$ cat src/rtl/tmr_fault_manager.sv
// TMR fault manager: counts single-ALU dissent, retries no-majority results and
// escalates to a sticky fatal state once the retry budget is exhausted.
//
//   state   | meaning
//   MONITOR | normal operation, watching each valid result
//   RETRY   | re-evaluating a no-majority result with the pipeline held
//   FATAL   | unrecoverable fault, pipeline held until reset
module tmr_fault_manager #(
    parameter int CNT_W      = 8,
    parameter int ERR_THRESH = 16,
    parameter int MAX_RETRY  = 2
) (
    input  logic             clk,
    input  logic             reset,
    input  logic             ex_valid,
    input  logic             alu1_alu2_match,
    input  logic             alu1_alu3_match,
    input  logic             alu2_alu3_match,
    input  logic [1:0]       majority_status,
    input  logic             clear_counts,
    output logic             stall_E,
    output logic             retry_active,
    output logic             fatal_error,
    output logic [CNT_W-1:0] err_cnt1,
    output logic [CNT_W-1:0] err_cnt2,
    output logic [CNT_W-1:0] err_cnt3,
    output logic [2:0]       degraded,
    output logic             fault_irq,
    output logic [1:0]       fsm_state
);

    typedef enum logic [1:0] {
        ST_MONITOR = 2'b00,
        ST_RETRY   = 2'b01,
        ST_FATAL   = 2'b10
    } state_t;

    localparam int                 RETRY_W          = $clog2(MAX_RETRY + 2);
    localparam logic [RETRY_W-1:0] RETRY_LIMIT      = RETRY_W'(MAX_RETRY);
    localparam logic [CNT_W-1:0]   CNT_MAX          = {CNT_W{1'b1}};
    localparam logic [CNT_W:0]     THRESH_EXT       = (CNT_W + 1)'(ERR_THRESH);
    // A threshold the counter can never hold must never mark an ALU degraded.
    localparam bit                 THRESH_REACHABLE = (ERR_THRESH > 0) && ((ERR_THRESH >> CNT_W) == 0);

    state_t             state;
    logic [RETRY_W-1:0] retry_cnt;
    logic [CNT_W-1:0]   cnt_q   [3];
    logic [CNT_W-1:0]   cnt_nxt [3];
    logic [1:0]         match_cnt;
    logic               single_fault;
    logic               no_majority;
    logic [2:0]         dissent;
    logic [2:0]         deg_hit;
    logic [2:0]         deg_rise;
    logic               fail_eval;
    logic               fatal_enter;

    assign match_cnt    = {1'b0, alu1_alu2_match} + {1'b0, alu1_alu3_match} + {1'b0, alu2_alu3_match};
    assign single_fault = (majority_status == 2'b01) && (match_cnt == 2'd1);
    assign no_majority  = majority_status[1] || ((majority_status == 2'b01) && (match_cnt != 2'd1));

    // The lone agreeing pair names the two healthy ALUs; the third one dissented.
    assign dissent[0] = single_fault && alu2_alu3_match;
    assign dissent[1] = single_fault && alu1_alu3_match;
    assign dissent[2] = single_fault && alu1_alu2_match;

    assign fail_eval   = ex_valid && no_majority;
    assign fatal_enter = (state == ST_RETRY) && fail_eval && (retry_cnt >= RETRY_LIMIT);

    assign stall_E = (!reset && (state == ST_FATAL)) || fail_eval;

    always_comb begin
        deg_hit = 3'b000;
        for (int i = 0; i < 3; i++) begin
            cnt_nxt[i] = cnt_q[i];
            if (ex_valid && dissent[i] && (cnt_q[i] != CNT_MAX)) begin
                cnt_nxt[i] = cnt_q[i] + CNT_W'(1);
                deg_hit[i] = THRESH_REACHABLE && ({1'b0, cnt_nxt[i]} == THRESH_EXT);
            end
            if (clear_counts) begin
                cnt_nxt[i] = '0;
                deg_hit[i] = 1'b0;
            end
        end
    end

    assign deg_rise = deg_hit & ~degraded;

    always_ff @(posedge clk) begin
        if (reset) begin
            state        <= ST_MONITOR;
            retry_cnt    <= '0;
            retry_active <= 1'b0;
            fatal_error  <= 1'b0;
            fault_irq    <= 1'b0;
            degraded     <= 3'b000;
            for (int i = 0; i < 3; i++) begin
                cnt_q[i] <= '0;
            end
        end else begin
            for (int i = 0; i < 3; i++) begin
                cnt_q[i] <= cnt_nxt[i];
            end
            degraded  <= clear_counts ? 3'b000 : (degraded | deg_hit);
            fault_irq <= (|deg_rise) || fatal_enter;

            case (state)
                ST_MONITOR: begin
                    if (fail_eval) begin
                        state        <= ST_RETRY;
                        retry_cnt    <= RETRY_W'(1);
                        retry_active <= 1'b1;
                    end
                end
                ST_RETRY: begin
                    if (!fail_eval) begin
                        state        <= ST_MONITOR;
                        retry_cnt    <= '0;
                        retry_active <= 1'b0;
                    end else if (retry_cnt >= RETRY_LIMIT) begin
                        state        <= ST_FATAL;
                        retry_active <= 1'b0;
                        fatal_error  <= 1'b1;
                    end else begin
                        retry_cnt <= retry_cnt + RETRY_W'(1);
                    end
                end
                ST_FATAL: begin
                    fatal_error <= 1'b1;
                end
                default: begin
                    state        <= ST_MONITOR;
                    retry_cnt    <= '0;
                    retry_active <= 1'b0;
                end
            endcase
        end
    end

    assign err_cnt1  = cnt_q[0];
    assign err_cnt2  = cnt_q[1];
    assign err_cnt3  = cnt_q[2];
    assign fsm_state = state;

endmodule

$ cat config.mk
export PLATFORM = sky130hd
export DESIGN_NAME = tmr_fault_manager
export DESIGN_NICKNAME = d
export VERILOG_FILES = /design/src/rtl/tmr_fault_manager.sv
export SDC_FILE = /design/constraint.sdc
export NUM_CORES = 1
export LEC_CHECK = 0
export CORE_ASPECT_RATIO = 0.7
export CORE_MARGIN = 3
export CORE_UTILIZATION = 50
export DETAILED_ROUTE_END_ITERATION = 10
export PLACE_DENSITY = 0.79
export SYNTH_ARGS = -nofsm -noshare
export SYNTH_HDL_FRONTEND = slang
export SYNTH_SLANG_ARGS = --single-unit
export TNS_END_PERCENT = 30
$ cat constraint.sdc
create_clock -name clk -period 3.2 [get_ports clk]
set_input_delay 0.64 -clock clk [delete_from_list [all_inputs] [get_ports clk]]
set_output_delay 0.64 -clock clk [all_outputs]
set_load 0.03 [all_outputs]
==> results of run 1 <==
-- worst max-delay path, cell delays in order --
cell and delay, ns:
clkdlybuf4s50_1 0.45, fa_1 0.59, nor2b_4 0.18, nand4_4 0.10
or4_1 0.53, or4_1 0.54, a41oi_2 0.18
-- layout make-up --
cell class              count  area (um2)  area share [%]
clock buffers               7        86.3            3.53
inverters                   7        26.3            1.07
multi-input cells         176        1140            46.8
flip-flops and latches     33         661            27.0
well taps                  47        58.8            2.41
repair buffers             49         468            19.1
-- per-layer routing --
metal	up-vias	GRT usage, %
met5	-	0
met4	0	7.11
met3	4	5.99
met2	45	32.1
met1	787	28.5
li1	901	-
-- stage by stage --
step / utilization (%) / TNS, ns / instance area (um2)
2_1_floorplan: - / 0 / 1870
3_3_place_gp: 70.2 / -0.00955 / 2360
3_5_place_dp: 70.2 / -0.0671 / 2360
4_1_cts: 72.7 / 0 / 2440
5_1_grt: 72.7 / 0 / 2440
6_report: 72.7 / 0 / 2440
-- cell usage in the layout, fill, tap and decap left out, types with 2 or more instances in the layout --
cell and n:
nand4_1 5, nand2_1 15, nor3b_1 2, clkbuf_8 6
nor3_1 15, nand2b_1 7, a21oi_1 10, inv_1 7
clkdlybuf4s50_1 40, and3_1 3, mux2i_1 3, nor4_1 3
nand4b_1 2, a31oi_1 2, o41ai_1 2, or4_1 4
nor4b_1 2, nor2_1 31, ha_1 6, nand3b_1 3
and4_1 2, xnor2_1 17, nor2b_1 3, dfxtp_1 33
buf_4 9, a211o_1 3, and2_1 2, o31ai_1 3
nand3_1 7, o21ai_0 6
-- report_power, final --
part | internal (mW) | switching (mW) | leakage (nW)
clock network | 0.171 | 0.145 | 0.0443
logic | 0.0303 | 0.0337 | 0.473
registers | 0.413 | 0.00318 | 0.266
total | 0.614 | 0.182 | 0.783
-- synthesized netlist by cell type, types with 2 or more instances --
master / count / area [um2]
nor4_1: 3 / 18.8
inv_1: 7 / 26.3
nor2_1: 31 / 116
o41ai_1: 2 / 17.5
a211o_1: 3 / 26.3
o31ai_1: 3 / 22.5
and3_1: 3 / 18.8
nor3_1: 15 / 75.1
nor4b_1: 2 / 17.5
nand3_1: 7 / 35.0
dfxtp_1: 33 / 661
xnor2_1: 17 / 149
nand4b_1: 2 / 17.5
nand3b_1: 3 / 22.5
or4_1: 4 / 30.0
ha_1: 6 / 75.1
and2_1: 2 / 12.5
o21ai_0: 6 / 30.0
buf_2: 2 / 10.0
nand2b_1: 7 / 43.8
nand4_1: 5 / 31.3
nor3b_1: 2 / 15.0
a31oi_1: 2 / 12.5
nor2b_1: 3 / 18.8
and4_1: 2 / 17.5
clkbuf_1: 6 / 22.5
mux2i_1: 3 / 30.0
a21oi_1: 10 / 50.1
nand2_1: 15 / 56.3
-- kinds of logic (layout without fill, tap and decap cells) --
| logic type | count (synthesis) | after routing | synth area share, % |
|---|---|---|---|
| AO/OA/AOI/OAI | 36 | 36 | 13.4 |
| XOR/XNOR | 18 | 18 | 8.42 |
| adder cells (fa/ha/maj) | 7 | 7 | 5.08 |
| buffers and inverters | 16 | 63 | 3.54 |
| flip-flops | 33 | 33 | 35.3 |
| multiplexers | 3 | 3 | 1.60 |
| AND/OR/NAND/NOR | 112 | 112 | 32.7 |
-- state kept, by name, indices dropped and copies added (netlist names) --
register and cells:
retry_active 1, fatal_error 1, fault_irq 1, cnt_q 24
degraded 3, fsm_state 1, retry_cnt 2
-- worst paths after layout --
| path | start | to | slack [ns] | cells after the start |
|---|---|---|---|---|
| max | alu1_alu2_match | fault_irq | 0.18 | 7 |
| max reg2reg | cnt_q[0][0] | fault_irq | 1.02 | 6 |
| min | fatal_error | fatal_error | 0.47 | 2 |
| min reg2reg | fatal_error | fatal_error | 0.47 | 2 |
==> run_results.csv, run 1 <==
group,metric,value,unit
timing,tightest_slew,0.764,ns
timing,setup_viol,0,
timing,finalClockSkew,0.00170,ns
detailed_routing,first_pass_iters,5,
clocking,cts_tree,"yes",
timing,timing.hold.ws,0.471,ns
final_layout,syn2layout_area_growth,30.6,%
clocking,path_clk_slew,0.06,ns
timing,relSlewSlack,48.7,%
timing,grt_setup_unrepaired,"no",
detailed_routing,met2RoutedLength,2.00,mm
yosys,yosys_warnings,0,
floorplan,die_w,79.1,um
detailed_routing,met3WireLength,248,um
yosys,synthArstFlopShare,0,%
floorplan,coreArea,0.00336,mm2
final_layout,n_fill_cell,295,
yosys,seq_area_frac_synth,35.3,%
power,leakagePower,0.783,nW
timing,clock.fmax,331,MHz
floorplan,ios,42,
global_route,grt_pass1_vias,1606,
clocking,cts_resized,0,
floorplan,start_util,55.7,%
final_layout,stdcell_count,319,
setup_path,start_kind,"input pin",
detailed_routing,wl,4.44,mm
global_route,grt_util_all_layers,21.0,%
yosys,syn_area_per_cell,8.32,um2
power,ir_worst_vdd,224,uV
detailed_routing,vias,1737,
detailed_routing,ant_nets,0,
setup_path,worst_ep_arrival_time,3.23,ns
floorplan,rows,17,
detailed_routing,vias_per_cell,5.45,
yosys,postSynthCellCount,225,
place,place_congestion,0.853,
clocking,clk_latency,0.28,ns
place,place_inst,312,
global_route,grt_pass1_wl,7.52,mm
setup_path,crit_required,3.40,ns
place,port_buffers,41,
clocking,cts-root-buf,"clkbuf_8",
detailed_routing,m1WireLength,2.17,mm
yosys,synth.ff_latch_count,33,
detailed_routing,drt_iter0_drc,110,
yosys,synth-main-ff-cell,"dfxtp_1",
place,place_ws,-0.0671,ns
timing,setup_ws,0.175,ns
yosys,ys_types,48,
detailed_routing,drc,0,
timing,hold_viol,0,
outcome,status,"complete, no violations",
clocking,cts.sinks,33,
final_layout,antenna_cells,0,
floorplan,die_y,57.2,um
clocking,numCtsBuffers,5,
final_layout,fin_nets,288,
detailed_routing,wire_per_inst,13.9,um
global_route,grt_max_degree,26,
power,power_density,325,mW/mm2
timing,maxSlewViolCount,0,
global_route,grt_antenna_before_repair,0,
timing,finalCritPeriodShare,94.5,%
yosys,synth-edff-count,0,
power,power,796,uW
timing,min_period,3.02,ns
yosys,syn_nets,241,
floorplan,die_area,0.00453,mm2
final_layout,drive_gt1_share,7.72,%
min_path,hp-class,"register to register",
run,cap_violations,0,
detailed_routing,maxUsedRoutingLayer,"met4",
clocking,cts_buffer_depth,2,
place,hpwl,3.28,mm
setup_path,worstSetupEndpointType,"register",
global_route,overflow,0,
setup_path,cp_max_fo,2,
setup_path,criticalPathCategory,"input pin to register",
yosys,syn-cell-area,0.00187,mm2
clocking,ctsHoldBuffers,0,
clocking,cts_setup_buffers,0,
clocking,htreeDepth,2,
No activity file was read; power rests on OpenSTA's default activity.
==> inputs of run 2 (changes only) <==
==> constraint.sdc (replaced) <==
create_clock -name clk -period 3.2 [get_ports clk]
set_input_delay 0.64 -clock clk [delete_from_list [all_inputs] [get_ports clk]]
set_output_delay 0.64 -clock clk [all_outputs]
set_load 0.1 [all_outputs]
==> run_results.csv, run 2 (synthesis gave the netlist of run 1 again) <==
group,metric,value,unit
clocking,cts-root-buf,"clkbuf_8",
final_layout,drive_gt1_share,20.5,%
timing,grt_setup_unrepaired,"no",
power,power_density,355,mW/mm2
floorplan,coreArea,0.00336,mm2
setup_path,worst_ep_arrival_time,3.21,ns
clocking,path_clk_slew,0.07,ns
detailed_routing,vias_per_cell,5.67,
place,hpwl,3.26,mm
power,p_sw_share,24.8,%
final_layout,final_common_cell,"buf_4",
global_route,grt_pass1_wl,7.65,mm
place,place_congestion,0.819,
setup_path,cp-startpoint,"alu1_alu2_match",
floorplan,start_util,55.7,%
global_route,grt_util_all_layers,21.1,%
outcome,status,"complete, no violations",
setup_path,r2r_end,"fault_irq",
timing,relSlewSlack,49.1,%
clocking,cts_tree,"yes",
final_layout,final_cell_area,0.00240,mm2
setup_path,criticalPathCategory,"input pin to register",
clocking,clk_latency,0.28,ns
place,placed_area,0.00230,mm2
setup_path,r2r_slack,1.01,ns
power,p_clk_share,41.4,%
power,power,850,uW
global_route,top_usage_layer,"met2",
final_layout,antenna_cells,0,
global_route,grt_pass1_vias,1613,
final_layout,fin_nets,288,
clocking,ctsHoldBuffers,0,
global_route,overflow,0,
setup_path,start_kind,"input pin",
setup_path,crit_end,"fault_irq",
detailed_routing,first_pass_iters,4,
power,power.switching,211,uW
floorplan,ios,42,
detailed_routing,drt_iter0_drc,80,
clocking,htreeDepth,2,
final_layout,syn2layout_area_growth,28.1,%
timing,maxSlewViolCount,0,
final_layout,reg_top3,"cnt_q x24, degraded x3, retry_cnt x2",
clocking,cts_resized,0,
detailed_routing,ant_nets,0,
floorplan,die_w,79.1,um
global_route,use_met1,30.0,%
final_layout,max_flop_register,"cnt_q",
power,p_int,640,uW
final_layout,largest_reg_flops,24,
power,p_seq_share,48.9,%
detailed_routing,wire_per_inst,13.9,um
setup_path,cp_max_fo,2,
detailed_routing,vias,1813,
final_layout,layout_common_cells,"buf_4, dfxtp_1, nor2_1",
global_route,grt_max_degree,26,
clocking,cts_buffer_depth,2,
place,port_buffers,41,
timing,tightest_slew,0.758,ns
run,cap_violations,0,
timing,finalCritPeriodShare,93.8,%
clocking,cts.sinks,33,
detailed_routing,drc,0,
power,ir_worst_vdd,242,uV
power,leakagePower,0.864,nW
clocking,numCtsBuffers,5,
global_route,grt_antenna_before_repair,0,
clocking,cts_setup_buffers,0,
global_route,met2_usage,31.4,%
floorplan,die_y,57.2,um
power,power_frac_comb,9.6,%
setup_path,timing.rr.start,"cnt_q[0][1]",
floorplan,rows,17,
timing,hold_viol,0,
setup_path,reg2regPathDepth,6,
floorplan,die_area,0.00453,mm2
timing,clock.fmax,333,MHz
setup_path,worstSetupEndpointType,"register",
min_path,hp-class,"register to register",
detailed_routing,wl,4.44,mm
global_route,grtUsageMet3,5.36,%
setup_path,crit_required,3.41,ns
timing,setup_viol,0,
timing,min_period,3.00,ns
timing,finalClockSkew,0.00424,ns
[run 2: cell count changes in the layout (fill, tap and decap cells not counted), sizes merged]
cell	before	now
clkdlybuf4s50	40	8
buf	9	41
clkinv	0	1
[run 2: through the flow]
stage          TNS, ns  util, %  instances  setup slack, ns  hold slack (ns)
2_1_floorplan        0        -        225            0.369            0.503
3_3_place_gp   -0.0122     68.4        312          -0.0122            0.460
3_5_place_dp   -0.0806     68.4        312          -0.0806            0.464
4_1_cts              0     71.4        320            0.198            0.472
5_1_grt              0     71.4        320            0.119            0.493
6_report             0     71.4        320            0.199            0.469
[run 2: routing by layer]
| layer | vias up | wire [um] |
|---|---|---|
| li1 | 904 | - |
| met1 | 856 | 2190 |
| met2 | 47 | 1960 |
| met3 | 6 | 242 |
| met4 | 0 | 41 |
| met5 | - | 0 |
[run 2: worst min-delay path by stage]
stage	startpoint	to	slack, ns	depth (start not counted)
after global routing	fatal_error	fatal_error	0.49	2
final	fatal_error	fatal_error	0.47	2
after floorplan	retry_cnt[1]	retry_cnt[1]	0.50	2
after global placement	fatal_error	fatal_error	0.46	2
after CTS	fatal_error	fatal_error	0.47	2
after detailed placement	fatal_error	fatal_error	0.46	2
[run 2: critical path: stages]
cell and delay (ns):
clkdlybuf4s50_1 0.45, fa_1 0.57, nor2b_4 0.17, nand4_4 0.11, or4_1 0.55, or4_1 0.54
a41oi_2 0.17
[run 2: cell type report]
class | count | area [um2]
Tap cell | 47 | 58.8
Multi-Input combinational cell | 176 | 1150
Fill cell | 300 | 962
Sequential cell | 33 | 661
Clock buffer | 7 | 96.3
Timing Repair Buffer | 49 | 400
Clock inverter | 1 | 5.00
Inverter | 7 | 26.3
[run 2: power by group through the flow]
stage	clock network, mW	logic, mW	registers, mW
after floorplan	0	0.0440	0.433
after global placement	0	0.0808	0.425
after detailed placement	0	0.0817	0.425
after CTS	0.360	0.0819	0.416
after global routing	0.381	0.0883	0.416
final	0.352	0.0820	0.416
